**src/rtl/peripheral_spi_pkg.sv**
```systemverilog
// peripheral_spi_pkg: register indices, FSM states and STATUS bit positions
// shared by the SPI master and its users.
package peripheral_spi_pkg;

    localparam logic [2:0] REG_TX     = 3'd0;
    localparam logic [2:0] REG_RX     = 3'd1;
    localparam logic [2:0] REG_STATUS = 3'd2;
    localparam logic [2:0] REG_CTRL   = 3'd3;

    localparam int STAT_BUSY = 0;
    localparam int STAT_DONE = 1;

    typedef enum logic [1:0] {
        IDLE = 2'd0,
        LOW  = 2'd1,
        HIGH = 2'd2
    } spi_state_t;

endpackage

```
**src/rtl/peripheral_spi_sync2.sv**
```systemverilog
// spi_sync2: two-flop synchroniser bringing miso into the clk domain.
module spi_sync2 (
    input  logic clk,
    input  logic resetn,
    input  logic d,
    output logic q
);

    logic meta;

    always_ff @(posedge clk or negedge resetn) begin
        if (!resetn) begin
            meta <= 1'b0;
            q    <= 1'b0;
        end else begin
            meta <= d;
            q    <= meta;
        end
    end

endmodule

```
**src/rtl/peripheral_spi.sv**
```systemverilog
// peripheral_spi: memory-mapped SPI master (mode 0, MSB first, 8-bit frames)
// with TX/RX/STATUS/CTRL registers on the SOC peripheral bus.
module peripheral_spi
    import peripheral_spi_pkg::*;
#(
    parameter logic [7:0] DIV_RESET = 8'd12
) (
    input  logic        clk,
    input  logic        resetn,
    input  logic [31:0] d_in,
    input  logic        cs,
    input  logic [4:0]  addr,
    input  logic        rd,
    input  logic        wr,
    output logic [31:0] d_out,
    output logic        sclk,
    output logic        mosi,
    input  logic        miso,
    output logic        ss_n
);

    spi_state_t  state, state_next;
    logic [7:0]  cnt, div, div_act, shreg, rx_byte, shifted;
    logic [2:0]  bit_cnt, idx;
    logic [31:0] rd_data;
    logic        done, busy, miso_s, tick, start, shift, finish, wr_en, rd_en;
    logic        unused_bits;

    spi_sync2 u_sync (
        .clk    (clk),
        .resetn (resetn),
        .d      (miso),
        .q      (miso_s)
    );

    assign unused_bits = ^{d_in[31:9], addr[1:0]};
    assign idx         = addr[4:2];
    assign wr_en       = cs & wr;
    assign rd_en       = cs & rd & ~wr;
    assign busy        = state != IDLE;
    assign tick        = cnt == div_act;
    assign shifted     = {shreg[6:0], miso_s};

    always_comb begin
        state_next = state;
        start      = 1'b0;
        shift      = 1'b0;
        finish     = 1'b0;
        case (state)
            IDLE: if (wr_en && idx == REG_TX) begin
                start      = 1'b1;
                state_next = LOW;
            end
            LOW: if (tick) state_next = HIGH;
            HIGH: if (tick) begin
                shift      = 1'b1;
                finish     = bit_cnt == 3'd7;
                state_next = finish ? IDLE : LOW;
            end
            default: state_next = IDLE;
        endcase
    end

    always_comb begin
        rd_data = '0;
        case (idx)
            REG_RX:     rd_data[7:0] = rx_byte;
            REG_STATUS: begin
                rd_data[STAT_BUSY] = busy;
                rd_data[STAT_DONE] = done;
            end
            REG_CTRL:   rd_data[8:0] = {ss_n, div};
            default:    rd_data = '0;
        endcase
    end

    always_ff @(posedge clk or negedge resetn) begin
        if (!resetn) begin
            state   <= IDLE;
            sclk    <= 1'b0;
            mosi    <= 1'b0;
            ss_n    <= 1'b1;
            done    <= 1'b0;
            rx_byte <= 8'd0;
            div     <= DIV_RESET;
            div_act <= 8'd1;
            cnt     <= 8'd0;
            bit_cnt <= 3'd0;
            shreg   <= 8'd0;
            d_out   <= 32'd0;
        end else begin
            state <= state_next;
            sclk  <= state_next == HIGH;
            cnt   <= (start || tick) ? 8'd0 : cnt + 8'd1;
            // Divider is latched here so CTRL writes mid-frame only affect the next frame.
            if (start) begin
                shreg   <= d_in[7:0];
                mosi    <= d_in[7];
                bit_cnt <= 3'd0;
                div_act <= (div == 8'd0) ? 8'd1 : div;
            end
            if (shift) begin
                shreg   <= shifted;
                bit_cnt <= bit_cnt + 3'd1;
                if (finish) rx_byte <= shifted;
                else mosi <= shifted[7];
            end
            // A completing frame wins over a simultaneous RX read.
            done <= finish | (done & ~(rd_en && idx == REG_RX));
            if (rd_en) d_out <= rd_data;
            if (wr_en && idx == REG_CTRL) begin
                ss_n <= d_in[8];
                div  <= d_in[7:0];
            end
        end
    end

endmodule
```
**config.mk**
```make
export PLATFORM = sky130hd
export DESIGN_NAME = peripheral_spi
export DESIGN_NICKNAME = d
export VERILOG_FILES = /design/src/rtl/peripheral_spi_pkg.sv /design/src/rtl/peripheral_spi_sync2.sv /design/src/rtl/peripheral_spi.sv
export SDC_FILE = /design/constraint.sdc
export NUM_CORES = 1
export LEC_CHECK = 0
export CELL_PAD_IN_SITES_DETAIL_PLACEMENT = 0
export CELL_PAD_IN_SITES_GLOBAL_PLACEMENT = 1
export CORE_ASPECT_RATIO = 1.4
export CORE_UTILIZATION = 37
export DETAILED_ROUTE_END_ITERATION = 8
export HOLD_SLACK_MARGIN = 0.06
export PLACE_DENSITY = 0.85
export SYNTH_ARGS = -nofsm -noshare
export SYNTH_HDL_FRONTEND = slang
export SYNTH_SLANG_ARGS = --single-unit
```
**constraint.sdc**
```tcl
create_clock -name clk -period 2.8 [get_ports clk]
set_input_delay 0.28 -clock clk [delete_from_list [all_inputs] [get_ports clk]]
set_output_delay 0.28 -clock clk [all_outputs]
set_load 0.01 [all_outputs]
```
==> results of run 1 <==
-- cell type report --
| cell class | count | area, um2 |
|---|---|---|
| Inverter | 3 | 11.3 |
| Multi-Input combinational cell | 182 | 1180 |
| Clock inverter | 4 | 72.6 |
| Tap cell | 97 | 121 |
| Sequential cell | 59 | 1480 |
| Clock buffer | 12 | 155 |
| Timing Repair Buffer | 35 | 330 |
| Fill cell | 727 | 3960 |
-- cell usage after synthesis (4+ instances only) --
cell      instances
o21ai_0           8
nand2_1          38
mux2_2           19
mux2i_1          12
nor3_1            8
buf_4            23
clkbuf_1          5
xnor2_1           5
nor4_1           10
a21oi_1           8
nand3_1           6
dfrtp_1          55
a22oi_1           7
xor2_1            9
dfstp_2           4
-- path summary, 6_finish.rpt --
kind                                   end  slack [ps]  cells past startpoint
worst min register to register    u_sync.q         350                      0
worst max-delay path                  mosi         460                      4
min in group clk                  u_sync.q         350                      0
worst max register to register        mosi         460                      4
worst min-delay path              d_out[2]          70                      2
max in group asynchronous       div_act[1]        2210                      2
-- report_power, final --
group          switching, uW  total (uW)  internal [uW]
logic                    411         801            390
clock network            328         876            548
registers                236        1370           1130
total                    974        3050           2070
-- registers in the layout, indices dropped and copies added, names as in the netlist --
name         count
state            2
done             1
ss_n             1
cnt              8
mosi             1
rx_byte          8
sclk             1
bit_cnt          3
shreg            7
u_sync.meta      1
div_act          8
u_sync.q         1
d_out            9
div              8
-- logic make-up (layout without fill, tap and decap cells) --
| kind of cell | Yosys count | in the layout | synth area share [%] |
|---|---|---|---|
| AND/OR/NAND/NOR | 82 | 82 | 14.8 |
| flip-flops | 59 | 59 | 52.9 |
| buffers and inverters | 35 | 54 | 7.91 |
| multiplexers | 32 | 32 | 12.5 |
| AO/OA/AOI/OAI | 28 | 28 | 6.03 |
| XOR/XNOR | 14 | 14 | 4.38 |
| adder cells (fa/ha/maj) | 3 | 3 | 1.34 |
| other | 1 | 23 | 0.134 |
-- layer usage --
metal  part of all wire, %  wire length, um  vias up
met1                    45             2490      944
met5                     0                0        -
met3                   4.0              225       10
li1                      -                -      924
met2                    48             2700       49
met4                   2.8              155        0
-- through the flow --
stage	cells	cell area, um2	setup WS, ps
2_1_floorplan	276	2880	659
5_1_grt	392	3360	406
3_5_place_dp	376	3130	387
6_report	392	3360	462
3_3_place_gp	376	3130	413
4_1_cts	392	3360	457
==> flow_summary.html, run 1 <==
<table>
<tr><th>Metric</th><th>Value</th></tr>
<tr><th colspan="2">Clock tree</th></tr>
<tr><td>Maximum level of the CTS H-tree</td><td>3</td></tr>
<tr><td>Number of CTS-inserted buffers</td><td>9</td></tr>
<tr><td>Root cell of the clock tree</td><td>clkbuf_8</td></tr>
<tr><td>Clock insertion delay at the later pin of the skew report</td><td>340 ps</td></tr>
<tr><td>Deepest clock path buffer count</td><td>2</td></tr>
<tr><td>Sinks on Clock Net</td><td>59</td></tr>
<tr><td>CTS tree</td><td>yes</td></tr>
<tr><td>Register clock-pin slew on the reported worst setup and hold paths</td><td>70 ps</td></tr>
<tr><td># Post-CTS Setup Buffers</td><td>0</td></tr>
<tr><td>Cts-stage hold buffer count</td><td>0</td></tr>
<tr><td>Count of instances resized after the clock tree is built</td><td>0</td></tr>
<tr><th colspan="2">Power and ir drop</th></tr>
<tr><td>PwrDens</td><td>907 nW/um2</td></tr>
<tr><td>Static power due to leakage</td><td>0.00151 uW</td></tr>
<tr><td>Post-layout power</td><td>3050 uW</td></tr>
<tr><td>Worst supply voltage drop on vdd</td><td>0.367 mV</td></tr>
<tr><th colspan="2">Global routing</th></tr>
<tr><td>Met3 demand-to-capacity share in global routing</td><td>4.73%</td></tr>
<tr><td>Global route hottest layer</td><td>met2</td></tr>
<tr><td>Wire length of the first global-routing pass</td><td>8880 um</td></tr>
<tr><td>M2 GR Usage</td><td>22.9%</td></tr>
<tr><td>Number of global-route vias before repair</td><td>1804</td></tr>
<tr><td>GRT Overall Usage</td><td>15.2%</td></tr>
<tr><td>Maximum number of pins on one net before global-route repair</td><td>60</td></tr>
<tr><td>Global routing usage on met1</td><td>19.7%</td></tr>
<tr><td>Number of antenna violations at the first check in global routing</td><td>0</td></tr>
<tr><td>Sum of overflow across all layers after global routing</td><td>0</td></tr>
<tr><th colspan="2">Routing</th></tr>
<tr><td>Detailed-route DRC error count</td><td>0</td></tr>
<tr><td>Total wire length after detailed routing</td><td>5560 um</td></tr>
<tr><td>Post-detailed-route wirelength per cell</td><td>14.2 um</td></tr>
<tr><td>Initial DRT Pass Iterations</td><td>4</td></tr>
<tr><td>Via count</td><td>1927</td></tr>
<tr><td>Violation count after the first detailed-route iteration</td><td>99</td></tr>
<tr><td>Vias per cell</td><td>4.92</td></tr>
<tr><td>Antenna viol nets, final</td><td>0</td></tr>
<tr><th colspan="2">Setup path</th></tr>
<tr><td>Element type at the critical path start</td><td>flop</td></tr>
<tr><td>Cell with the largest stage delay on the worst path</td><td>or4_1</td></tr>
<tr><td>Maximum fanout along the worst path</td><td>9</td></tr>
<tr><td>Number of buffer and inverter instances along the worst setup path</td><td>0</td></tr>
<tr><td>Kind of capture point of the worst setup path</td><td>flop</td></tr>
<tr><td>Worst Setup SP</td><td>cnt[1]</td></tr>
<tr><td>Family with the most delay on the worst path</td><td>simple AND/OR/NAND/NOR gates</td></tr>
<tr><td>Required time at the endpoint of the critical path</td><td>3020 ps</td></tr>
<tr><td>Worst Path Class, Setup</td><td>flop to flop</td></tr>
<tr><td>Arr. time, crit path</td><td>2560 ps</td></tr>
<tr><td>Cells along the critical path</td><td>xor2_1 &gt; or4_1 &gt; or4_4 &gt; mux2_4</td></tr>
<tr><td>Launch point of the worst reg-to-reg path</td><td>cnt[1]</td></tr>
<tr><td>Slowest stage delay, CP</td><td>700 ps</td></tr>
<tr><th colspan="2">Die</th></tr>
<tr><td>Die Area</td><td>7920 um2</td></tr>
<tr><td>Core box area</td><td>7310 um2</td></tr>
<tr><td>Chip Width</td><td>75.5 um</td></tr>
<tr><td>Starting density of the core</td><td>38.3%</td></tr>
<tr><td>Chip Height</td><td>105 um</td></tr>
<tr><td>Num ports</td><td>78</td></tr>
<tr><td>FP Rows</td><td>37</td></tr>
<tr><th colspan="2">STA</th></tr>
<tr><td>Endpoints failing setup</td><td>0</td></tr>
<tr><td>Worst slew margin</td><td>49.9%</td></tr>
<tr><td>Setup repair after global routing missed its margin</td><td>false</td></tr>
<tr><td>Final sum of negative setup slack</td><td>0 ps</td></tr>
<tr><td>Slew @ Worst Pin</td><td>752 ps</td></tr>
<tr><td>Max Freq</td><td>0.428 GHz</td></tr>
<tr><td>Period utilization</td><td>83.5%</td></tr>
<tr><td>Count of final hold-check violations</td><td>0</td></tr>
<tr><td>Shortest clock period the worst path allows after layout</td><td>2340 ps</td></tr>
<tr><td>Max-slew violations</td><td>0</td></tr>
<tr><td>Maximum clock skew at final layout</td><td>8.29 ps</td></tr>
<tr><td>Worst hold-check slack</td><td>74.5 ps</td></tr>
<tr><th colspan="2">Place</th></tr>
<tr><td># port buffers</td><td>29</td></tr>
<tr><td>Detailed-placement wirelength estimate</td><td>3870 um</td></tr>
<tr><td>Global placement routability congestion</td><td>0.734</td></tr>
<tr><th colspan="2">Synthesis</th></tr>
<tr><td>Most instantiated flip-flop cell in the synthesis netlist</td><td>dfrtp_1</td></tr>
<tr><td>Post-synth EDFFs</td><td>0</td></tr>
<tr><td>Post-synthesis instance total</td><td>254</td></tr>
<tr><td>Syn avg cell area</td><td>11.0 um2</td></tr>
<tr><td>Leading cell types by total area after synthesis</td><td>dfrtp_1 49%, mux2_2 7.6%, buf_4 6.2%</td></tr>
<tr><td>Fraction of registers with async set/reset</td><td>100%</td></tr>
<tr><td>Number of warnings reported in the yosys synthesis log</td><td>0</td></tr>
<tr><td>Post-synthesis cell area</td><td>2800 um2</td></tr>
<tr><td>Sequential share of the synthesized area</td><td>52.9%</td></tr>
<tr><td>Library cell occupying the most area in the post-synthesis netlist</td><td>dfrtp_1</td></tr>
<tr><td>Fraction of synthesized cell area taken by the top area cell type</td><td>49.2%</td></tr>
<tr><td>Number of distinct library cells after synthesis</td><td>38</td></tr>
<tr><td>Synthesis-stage register bit count</td><td>59</td></tr>
<tr><th colspan="2">Final layout</th></tr>
<tr><td>Leading cell types in the layout, fill and taps excluded</td><td>55 x dfrtp_1, 38 x nand2_1, 28 x clkdlybuf4s50_1, 23 x conb_1, 19 x mux2_2</td></tr>
<tr><td>Most frequent standard cell in the layout excluding fill and tap cells</td><td>dfrtp_1</td></tr>
<tr><td>Net total in the final layout</td><td>336</td></tr>
<tr><td>Share of the core filled with cells in the final layout</td><td>45.9%</td></tr>
<tr><td>Area growth, synth to finish</td><td>19.9%</td></tr>
<tr><td>Antenna diode count</td><td>0</td></tr>
<tr><td>Share of final-layout standard cells stronger than drive strength 1</td><td>16.9%</td></tr>
<tr><th colspan="2">Worst hold path</th></tr>
<tr><td>Worst hold path class</td><td>input port to async pin</td></tr>
<tr><th colspan="2">Status</th></tr>
<tr><td>Outcome</td><td>finished clean</td></tr>
<tr><th colspan="2">Run</th></tr>
<tr><td>Max-cap check violation count</td><td>0</td></tr>
</table>
(Power assumes the default switching activity.)
==> run 2, diff against run 1 <==
- clock period: 2.8 -> 2.4 ns (I/O delays scaled with it)
==> flow_summary.html, run 2 (same netlist as run 1, synthesis figures left out) <==
<table>
<tr><th>Metric</th><th>Value</th></tr>
<tr><th colspan="2">Status</th></tr>
<tr><td>Outcome</td><td>finished clean (unchanged)</td></tr>
<tr><th colspan="2">Setup path</th></tr>
<tr><td>Depth of the most critical reg-to-reg path</td><td>4 (unchanged)</td></tr>
<tr><td>Kind of capture point of the worst setup path</td><td>flop (unchanged)</td></tr>
<tr><td>Maximum fanout along the worst path</td><td>5 (was 9)</td></tr>
<tr><td>Arr. time, crit path</td><td>2370 ps (was 2560 ps)</td></tr>
<tr><td>Worst R2R Setup Slack</td><td>250 ps (was 460 ps)</td></tr>
<tr><td>Worst flop-to-flop path endpoint</td><td>mosi (unchanged)</td></tr>
<tr><td>Element type at the critical path start</td><td>flop (unchanged)</td></tr>
<tr><td>Cells along the critical path</td><td>xor2_1 &gt; or4_1 &gt; or4_4 &gt; mux2_4 (unchanged)</td></tr>
<tr><td>Cell with the largest stage delay on the worst path</td><td>or4_4 (was or4_1)</td></tr>
<tr><td>Worst Path Class, Setup</td><td>flop to flop (unchanged)</td></tr>
<tr><td>Required time at the endpoint of the critical path</td><td>2620 ps (was 3020 ps)</td></tr>
<tr><td>Slowest stage delay, CP</td><td>570 ps (was 700 ps)</td></tr>
<tr><td>Worst Setup SP</td><td>cnt[1] (unchanged)</td></tr>
<tr><td>Launch point of the worst reg-to-reg path</td><td>cnt[1] (unchanged)</td></tr>
<tr><th colspan="2">Routing</th></tr>
<tr><td>Detailed-route DRC error count</td><td>0 (unchanged)</td></tr>
<tr><td>Antenna viol nets, final</td><td>0 (unchanged)</td></tr>
<tr><td>Vias per cell</td><td>4.95 (was 4.92)</td></tr>
<tr><td>Via count</td><td>1975 (was 1927)</td></tr>
<tr><td>Violation count after the first detailed-route iteration</td><td>107 (was 99)</td></tr>
<tr><td>Initial DRT Pass Iterations</td><td>4 (unchanged)</td></tr>
<tr><td>Post-detailed-route wirelength per cell</td><td>14.4 um (was 14.2 um)</td></tr>
<tr><td>Total wire length after detailed routing</td><td>5740 um (was 5560 um)</td></tr>
<tr><th colspan="2">Clock tree</th></tr>
<tr><td>Count of instances resized after the clock tree is built</td><td>0 (unchanged)</td></tr>
<tr><td>Cts-stage hold buffer count</td><td>1 (was 0)</td></tr>
<tr><td>Maximum level of the CTS H-tree</td><td>3 (unchanged)</td></tr>
<tr><td>Root cell of the clock tree</td><td>clkbuf_8 (unchanged)</td></tr>
<tr><td>CTS tree</td><td>yes (unchanged)</td></tr>
<tr><td># Post-CTS Setup Buffers</td><td>0 (unchanged)</td></tr>
<tr><td>Deepest clock path buffer count</td><td>2 (unchanged)</td></tr>
<tr><td>Clock insertion delay at the later pin of the skew report</td><td>340 ps (about the same)</td></tr>
<tr><td>Sinks on Clock Net</td><td>59 (unchanged)</td></tr>
<tr><td>Register clock-pin slew on the reported worst setup and hold paths</td><td>60 ps (was 70 ps)</td></tr>
<tr><td>Number of CTS-inserted buffers</td><td>9 (unchanged)</td></tr>
<tr><th colspan="2">Die</th></tr>
<tr><td>Starting density of the core</td><td>38.3% (unchanged)</td></tr>
<tr><td>Chip Height</td><td>105 um (unchanged)</td></tr>
<tr><td>Die Area</td><td>7920 um2 (unchanged)</td></tr>
<tr><td>FP Rows</td><td>37 (unchanged)</td></tr>
<tr><td>Num ports</td><td>78 (unchanged)</td></tr>
<tr><td>Core box area</td><td>7310 um2 (unchanged)</td></tr>
<tr><td>Chip Width</td><td>75.5 um (unchanged)</td></tr>
<tr><th colspan="2">Power and ir drop</th></tr>
<tr><td>Share of total power in combinational logic</td><td>25.7% (was 26.3%)</td></tr>
<tr><td>Worst supply voltage drop on vdd</td><td>0.456 mV (was 0.367 mV)</td></tr>
<tr><td>Switching power</td><td>1150 uW (was 974 uW)</td></tr>
<tr><td>PwrDens</td><td>1100 nW/um2 (was 907 nW/um2)</td></tr>
<tr><td>Static power due to leakage</td><td>0.00157 uW (was 0.00151 uW)</td></tr>
<tr><td>Sequential cell fraction of total power</td><td>41.9% (was 44.9%)</td></tr>
<tr><td>Post-layout power</td><td>3820 uW (was 3050 uW)</td></tr>
<tr><td>Clock power frac</td><td>32.4% (was 28.8%)</td></tr>
<tr><td>Cell-internal power</td><td>2670 uW (was 2070 uW)</td></tr>
<tr><td>Switching portion of total power</td><td>30.1% (was 32.0%)</td></tr>
<tr><th colspan="2">Final layout</th></tr>
<tr><td>Most frequent standard cell in the layout excluding fill and tap cells</td><td>dfrtp_1 (unchanged)</td></tr>
<tr><td>Antenna diode count</td><td>0 (unchanged)</td></tr>
<tr><td>Flip-flop count of the largest register after layout</td><td>9 (unchanged)</td></tr>
<tr><td>Net total in the final layout</td><td>343 (was 336)</td></tr>
<tr><td>Design Area, Final</td><td>3460 um2 (was 3360 um2)</td></tr>
<tr><td>Share of final-layout standard cells stronger than drive strength 1</td><td>18.5% (was 16.9%)</td></tr>
<tr><td>Most flops, register</td><td>d_out (unchanged)</td></tr>
<tr><td>Leading cell types in the layout, fill and taps excluded</td><td>55 x dfrtp_1, 38 x nand2_1, 28 x clkdlybuf4s50_1, 23 x conb_1, 19 x mux2_2 (unchanged)</td></tr>
<tr><td>Area growth, synth to finish</td><td>23.6% (was 19.9%)</td></tr>
<tr><th colspan="2">Worst hold path</th></tr>
<tr><td>Worst Hold Depth</td><td>1</td></tr>
<tr><td>Worst hold path class</td><td>input port to flop (was input port to async pin)</td></tr>
<tr><td>Worst Min Path Start</td><td>miso</td></tr>
<tr><td>End point of the most critical hold path</td><td>u_sync.meta</td></tr>
<tr><th colspan="2">Global routing</th></tr>
<tr><td>Number of antenna violations at the first check in global routing</td><td>0 (unchanged)</td></tr>
<tr><td>Maximum number of pins on one net before global-route repair</td><td>31 (was 60)</td></tr>
<tr><td>Sum of overflow across all layers after global routing</td><td>0 (unchanged)</td></tr>
<tr><td>Wire length of the first global-routing pass</td><td>9560 um (was 8880 um)</td></tr>
<tr><td>Number of global-route vias before repair</td><td>1982 (was 1804)</td></tr>
<tr><td>GRT Overall Usage</td><td>16.3% (was 15.2%)</td></tr>
<tr><th colspan="2">STA</th></tr>
<tr><td>Final sum of negative setup slack</td><td>0 ps (unchanged)</td></tr>
<tr><td>Maximum clock skew at final layout</td><td>7.96 ps (was 8.29 ps)</td></tr>
<tr><td>Setup repair after global routing missed its margin</td><td>false (unchanged)</td></tr>
<tr><td>Period utilization</td><td>89.4% (was 83.5%)</td></tr>
<tr><td>Shortest clock period the worst path allows after layout</td><td>2150 ps (was 2340 ps)</td></tr>
<tr><td>Max-slew violations</td><td>0 (unchanged)</td></tr>
<tr><td>Count of final hold-check violations</td><td>0 (unchanged)</td></tr>
<tr><td>Worst hold-check slack</td><td>340 ps (was 74.5 ps)</td></tr>
<tr><td>Worst slew margin</td><td>54.3% (was 49.9%)</td></tr>
<tr><td>Max Freq</td><td>0.466 GHz (was 0.428 GHz)</td></tr>
<tr><td>Slew @ Worst Pin</td><td>685 ps (was 752 ps)</td></tr>
<tr><td>Endpoints failing setup</td><td>0 (unchanged)</td></tr>
<tr><th colspan="2">Place</th></tr>
<tr><td>Global placement routability congestion</td><td>0.755 (was 0.734)</td></tr>
<tr><td>Placed Instance Area</td><td>3170 um2 (was 3130 um2)</td></tr>
<tr><td>Detailed-placement wirelength estimate</td><td>4090 um (was 3870 um)</td></tr>
<tr><td># port buffers</td><td>29 (unchanged)</td></tr>
<tr><th colspan="2">Run</th></tr>
<tr><td>Max-cap check violation count</td><td>0 (unchanged)</td></tr>
</table>
==> run 2: layer usage <==
layer	routed length [um]	global-route usage, %
met5	0	0
met4	110	6.48
met3	220	5.11
met2	2980	26.6
met1	2430	19.6
==> run 2: cell type report <==
class | count | area (um2)
Multi-Input combinational cell | 182 | 1180
Tap cell | 97 | 121
Clock inverter | 4 | 120
Fill cell | 697 | 3850
Inverter | 3 | 11.3
Clock buffer | 12 | 155
Timing Repair Buffer | 42 | 385
Sequential cell | 59 | 1480
==> run 2: power groups by stage <==
stage	Clock [uW]	Sequential, uW	Combinational, uW
after floorplan	0	1540	706
after global placement	0	1610	947
after detailed placement	0	1610	980
after CTS	1260	1600	990
after global routing	1310	1640	1110
final	1240	1600	979
==> run 2: critical path, delay by kind of cell (launching register included) <==
kind / cells / cell delay (ps)
flip-flops: 1 / 430
multiplexers: 1 / 310
AND/OR/NAND/NOR: 2 / 1130
XOR/XNOR: 1 / 170
==> run 2: stage by stage <==
stage,util [%],cells,worst slack (ps)
final,47.3,399,254
after floorplan,-,276,259
after CTS,47.3,399,250
after detailed placement,43.4,382,137
after global placement,43.4,382,147
after global routing,47.3,399,200
==> run 2: how the worst max path moves through the flow <==
| stage | to | cells after the start |
|---|---|---|
| 6_report | mosi | 4 |
| 5_1_grt | cnt[7] | 6 |
| 4_1_cts | mosi | 4 |
| 3_5_place_dp | shreg[3] | 6 |
| 3_3_place_gp | shreg[1] | 6 |
| 2_1_floorplan | mosi | 5 |
